File: src/rtl/runner_field_engine.sv
// Runner game playfield engine: scrolling obstacle grid, dino jump state,
// score/speed level and the IDLE/RUN/PAUSED/OVER game state machine.
module runner_field_engine #(
  parameter int COLS          = 16,
  parameter int LANES         = 2,
  parameter int TYPE_W        = 2,
  parameter int TICK_DIV      = 250000,
  parameter int JUMP_TICKS    = 3,
  parameter int MIN_GAP       = 2,
  parameter int SPEEDUP_EVERY = 16
) (
  input  logic                          CLK,
  input  logic                          RST,
  input  logic                          start,
  input  logic                          pause,
  input  logic                          jump,
  input  logic                          force_over,
  input  logic [15:0]                   rand_val,
  output logic [COLS*LANES*TYPE_W-1:0]  field_flat,
  output logic                          dino_air,
  output logic [31:0]                   score,
  output logic [1:0]                    level,
  output logic                          tick,
  output logic                          game_over,
  output logic                          running
);

  localparam int FW    = COLS * LANES * TYPE_W;
  localparam int DIV_W = $clog2(TICK_DIV + 1);
  localparam int AIR_W = (JUMP_TICKS > 1) ? $clog2(JUMP_TICKS + 1) : 1;
  localparam int GAP_W = (MIN_GAP > 1) ? $clog2(MIN_GAP + 1) : 1;

  typedef enum logic [1:0] {S_IDLE, S_RUN, S_PAUSED, S_OVER} state_t;

  state_t           state_q, state_d;
  logic [FW-1:0]    field_q, field_d;
  logic [DIV_W-1:0] div_q, div_d;
  logic [GAP_W-1:0] gap_q, gap_d;
  logic [AIR_W-1:0] air_q, air_d;
  logic             dino_q, dino_d;
  logic [31:0]      score_q, score_d;
  logic [1:0]       level_q, level_d;
  logic             tick_q, tick_d;

  logic [DIV_W-1:0] period;
  logic             wrap;
  logic [FW-1:0]    scrolled;
  logic             spawn_ok;
  logic [1:0]       spawn_type;
  logic [31:0]      score_inc;
  logic [31:0]      level_full;
  logic             jump_ok;
  logic             hit;
  logic             unused_rand;

  assign unused_rand = ^rand_val[15:6];

  // Period shrinks with level; clamp so very high levels still tick every cycle.
  always_comb begin
    period = DIV_W'(TICK_DIV) >> level_q;
    if (period == '0) period = DIV_W'(1);
    wrap = ({1'b0, div_q} + (DIV_W + 1)'(1)) >= {1'b0, period};
  end

  always_comb begin
    spawn_ok   = (gap_q >= GAP_W'(MIN_GAP)) && (rand_val[3:0] < 4'd5);
    spawn_type = (rand_val[5:4] == 2'd0) ? 2'd1 : rand_val[5:4];
    scrolled   = '0;
    for (int unsigned l = 0; l < LANES; l++) begin
      for (int unsigned c = 0; c + 1 < COLS; c++) begin
        scrolled[(l*COLS + c)*TYPE_W +: TYPE_W] = field_q[(l*COLS + c + 1)*TYPE_W +: TYPE_W];
      end
    end
    if (spawn_ok) begin
      if (spawn_type == 2'd3)
        scrolled[((LANES-1)*COLS + COLS-1)*TYPE_W +: TYPE_W] = TYPE_W'(spawn_type);
      else
        scrolled[(COLS-1)*TYPE_W +: TYPE_W] = TYPE_W'(spawn_type);
    end
  end

  always_comb begin
    score_inc  = (score_q == '1) ? score_q : score_q + 32'd1;
    level_full = score_inc / 32'(SPEEDUP_EVERY);
  end

  always_comb begin
    state_d = state_q;
    field_d = field_q;
    div_d   = div_q;
    gap_d   = gap_q;
    air_d   = air_q;
    dino_d  = dino_q;
    score_d = score_q;
    level_d = level_q;
    tick_d  = 1'b0;
    jump_ok = 1'b0;
    hit     = 1'b0;
    if (state_q != S_RUN && start) begin
      state_d = S_RUN;
      field_d = '0;
      div_d   = '0;
      gap_d   = GAP_W'(MIN_GAP);
      air_d   = '0;
      dino_d  = 1'b0;
      score_d = '0;
      level_d = '0;
    end else begin
      case (state_q)
        S_PAUSED: if (pause) state_d = S_RUN;
        S_RUN: begin
          if (force_over) begin
            state_d = S_OVER;
          end else if (pause) begin
            state_d = S_PAUSED;
          end else begin
            jump_ok = jump && !dino_q;
            if (jump_ok) begin
              dino_d = 1'b1;
              air_d  = AIR_W'(JUMP_TICKS);
            end
            if (wrap) begin
              div_d  = '0;
              tick_d = 1'b1;
              // A jump landing on the tick edge keeps its full airtime.
              if (!jump_ok && air_q != '0) begin
                air_d = air_q - AIR_W'(1);
                if (air_q == AIR_W'(1)) dino_d = 1'b0;
              end
              field_d = scrolled;
              if (spawn_ok)                   gap_d = '0;
              else if (gap_q < GAP_W'(MIN_GAP)) gap_d = gap_q + GAP_W'(1);
              hit = dino_d ? |scrolled[COLS*TYPE_W +: TYPE_W] : |scrolled[0 +: TYPE_W];
              if (hit) begin
                state_d = S_OVER;
              end else begin
                score_d = score_inc;
                level_d = (level_full > 32'd3) ? 2'd3 : level_full[1:0];
              end
            end else begin
              div_d = div_q + DIV_W'(1);
            end
          end
        end
        default: ;
      endcase
    end
  end

  always_ff @(posedge CLK) begin
    if (RST) begin
      state_q <= S_IDLE;
      field_q <= '0;
      div_q   <= '0;
      gap_q   <= GAP_W'(MIN_GAP);
      air_q   <= '0;
      dino_q  <= 1'b0;
      score_q <= '0;
      level_q <= '0;
      tick_q  <= 1'b0;
    end else begin
      state_q <= state_d;
      field_q <= field_d;
      div_q   <= div_d;
      gap_q   <= gap_d;
      air_q   <= air_d;
      dino_q  <= dino_d;
      score_q <= score_d;
      level_q <= level_d;
      tick_q  <= tick_d;
    end
  end

  assign field_flat = field_q;
  assign dino_air   = dino_q;
  assign score      = score_q;
  assign level      = level_q;
  assign tick       = tick_q;
  assign game_over  = (state_q == S_OVER);
  assign running    = (state_q == S_RUN);

endmodule

File: config.mk
export PLATFORM = sky130hd
export DESIGN_NAME = runner_field_engine
export DESIGN_NICKNAME = d
export VERILOG_FILES = /design/src/rtl/runner_field_engine.sv
export SDC_FILE = /design/constraint.sdc
export NUM_CORES = 1
export LEC_CHECK = 0
export CAP_MARGIN = 20
export CORE_MARGIN = 2
export CORE_UTILIZATION = 55
export CTS_BUF_LIST = sky130_fd_sc_hd__clkbuf_4
export DETAILED_ROUTE_END_ITERATION = 10
export PLACE_DENSITY = 0.83
export RECOVER_POWER = 25
export SLEW_MARGIN = 20
export SYNTH_ARGS = -nofsm -noshare
export SYNTH_HDL_FRONTEND = slang
export SYNTH_SLANG_ARGS = --single-unit
File: constraint.sdc
create_clock -name CLK -period 5.1 [get_ports CLK]
set_clock_uncertainty 0.15 [all_clocks]
set_input_delay 0.51 -clock CLK [delete_from_list [all_inputs] [get_ports CLK]]
set_output_delay 0.51 -clock CLK [all_outputs]
set_load 0.02 [all_outputs]
==> run summary <==
WP buf/inv: 2
HP Class: flip-flop to flip-flop
nets: 965
post-synthesis adder-cell area fraction: 4.55%
CTS Buffer Depth: 2
vias in the first global route: 5285
CTS sink count: 124
Syn Nets: 936
crit path cell chain: nand4_1 -> or2_2 -> nor3_1 -> buf_4 -> nand3_1 -> xnor2_1 -> ha_1 -> nand3_1 -> nor3_1 -> mux2i_1 -> a31oi_2 -> nor2_1 -> nor2_4 -> buf_12 -> nand2_1 -> a21oi_1
Fin Hold WS: 0.306 ns
Vias: 6034
period utilization: 84.5%
CP delay by family, top: simple AND/OR/NAND/NOR gates
Die Width: 116 um
CTS Hold Buffers Added: 0
Design Area, Final: 0.00794 mm2
Final WS setup: 0.791 ns
total wire length: 15500 um
Hold Fails Final Rpt: 0
syn_area_per_cell: 7.73 um2
FMAX: 232 MHz
setup repair bufs after CTS: 0
largest net degree at the start of global routing: 97
initial antenna violation count: 1
Reg-to-Reg Start: div_q[4]$_SDFFE_PP0P_
CP peak stage delay: 0.46 ns
Post-DRT Antenna Nets: 0
Slew Limit Headroom: 34.1%
drt initial violations: 445
most common cell in the synthesized netlist: nand2_1
worst setup path start: div_q[4]$_SDFFE_PP0P_
Final min period: 4.31 ns
Critical Path RT: 5.40 ns
Max FO, Critical Path: 46
Cell Area, Placed: 0.00767 mm2
worst slack at placement: 0.890 ns
CP startpoint kind: flip-flop
initial core utilization: 56.7%
number of synthesized flops with an enable pin: 0
Avg WL per Cell: 14.1 um
Worst Hold Launch: field_flat[1]$_SDFFE_PP0P_
Ys Warns: 0
Vias/cell: 5.49
grt met2 use: 35.2%
Worst-path clk slew: 0.12 ns
simple-gate share of the synthesized area: 26.4%
area leader, netlist: dfxtp_1
Main synth FF type: dfxtp_1
post-synthesis sequential area ratio: 36.1%
Area Growth Syn to Fin: 15.6%
largest family of logic cells by synthesized area: simple AND/OR/NAND/NOR gates
detailed placement HPWL: 10700 um
top cell type's share of synthesized area: 36.1%
CTS Buf Count: 17
worst vdd ir: 0.205 mV
met3 Use GR: 6.28%
PostCTS Resize Cnt: 0
Worst path slowest cell: nor2_4
RSZ-0062 raised after global routing: no
largest cells by area after synthesis: dfxtp_1 (36%), nand2_1 (8.6%), a21oi_1 (6.8%)
grt peak-use layer: met2
Remaining DRCs: 0
number of H-tree levels: 4
critical path arrival: 4.61 ns
Power Density: 212 mW/mm2
Synth cell types: 58
LEAKAGE: 2.76 nW
share of layout cells above drive strength 1: 6.66%
Post-synth top cells: nand2_1 (158), dfxtp_1 (124), a21oi_1 (93), nor2_1 (80), buf_4 (60)
Max Cap Viol: 0
Fillers: 1075
I/O pin count: 124
Mapped Cells: 889
Synth Register Bits: 124
multiplexer share of the synthesized area: 1.62%
first-pass detailed-route iteration total: 5
clock latency on the worst-skew pair: 0.55 ns
Die Ht: 116 um
measured slew at the worst slew-check pin: 0.988 ns
FFs w/ async S/R, synth: 0%
Total Die Area: 0.0134 mm2
Tot GR Track Use: 23.1%
Core ar.: 0.0121 mm2
mapped cell area: 0.00687 mm2
critical path class: flip-flop to flip-flop
Synth Area in Compound Gates: 13.3%
gr ovfl total: 0
CTS root buffer: clkbuf_4
final slew viol count: 0
number of buffers added on ports: 113
Synth Area in XOR/XNOR: 7.01%
first-pass GRT wire length: 25000 um
cell row count: 40
total negative slack: 0 ns
CP Capture Type: flip-flop
GR Layer Usage met1: 31.0%
CTS tree: built
GP Congestion: 0.942
final setup vio count: 0
status: complete, no violations
==> worst min-delay path, cell delays in order (launching register included) <==
cell and delay, ns:
dfxtp_1 0.32, nand2_1 0.05, a21oi_1 0.05
==> power breakdown <==
part	leakage, nW	total [mW]	internal [mW]	switching, mW
Combinational	1.63	0.0577	0.0183	0.0394
Clock	0.132	0.653	0.247	0.405
Sequential	0.999	0.972	0.970	0.00180
Total	2.76	1.68	1.24	0.447
==> area by class of cell <==
| type | count | area (um2) | area share [%] |
|---|---|---|---|
| antenna | 1 | 2.50 | 0.0315 |
| clock buffer | 17 | 128 | 1.61 |
| clock inverter | 15 | 139 | 1.75 |
| inverter | 18 | 67.6 | 0.851 |
| multi-input combinational | 631 | 3670 | 46.2 |
| sequential | 124 | 2480 | 31.3 |
| tap | 168 | 210 | 2.65 |
| timing repair buffer | 126 | 1240 | 15.6 |
==> logic make-up after synthesis <==
group	count (synthesis)
AO/OA/AOI/OAI	157
XOR/XNOR	55
adder cells (fa/ha/maj)	25
buffers and inverters	134
flip-flops	124
multiplexers	11
AND/OR/NAND/NOR	383
==> flip-flops by register name, indices dropped and copies added, names as in the netlist <==
name,count
tick,1
div_q,18
air_q,2
state_q,2
field_flat,64
gap_q,2
dino_air,1
score,32
level,2
==> layer usage <==
layer  up-vias  wire length (um)
li1       3036                 -
met1      2774              7000
met2       189              7170
met3        35               964
met4         0               399
met5         -                 0
==> worst paths after layout <==
| path | end | slack, ns | cells past startpoint |
|---|---|---|---|
| min | field_flat[1]$_SDFFE_PP0P_ | 0.31 | 2 |
| min reg2reg | field_flat[1]$_SDFFE_PP0P_ | 0.31 | 2 |
| max | field_flat[24]$_SDFFE_PP0P_ | 0.79 | 16 |
| max reg2reg | field_flat[24]$_SDFFE_PP0P_ | 0.79 | 16 |
==> through the flow <==
stage | std cells | power (mW) | util, %
after floorplan | 889 | 1.03 | -
after global placement | 1067 | 1.05 | 63.3
after detailed placement | 1067 | 1.05 | 63.3
after CTS | 1099 | 1.70 | 65.5
after global routing | 1100 | 1.74 | 65.6
final | 1100 | 1.68 | 65.6
==> cells in the final DEF (no fill, tap or decap), drive strengths merged, types with 17 or more instances in the layout <==
master,count
nand2,158
dfxtp,124
a21oi,93
nor2,81
clkdlybuf4s50,57
dlygate4sd3,56
xnor2,47
nor3,36
nand3,26
ha,25
inv,23
o21ai,21
nand4,17
clkbuf,17
(Power assumes the default switching activity.)
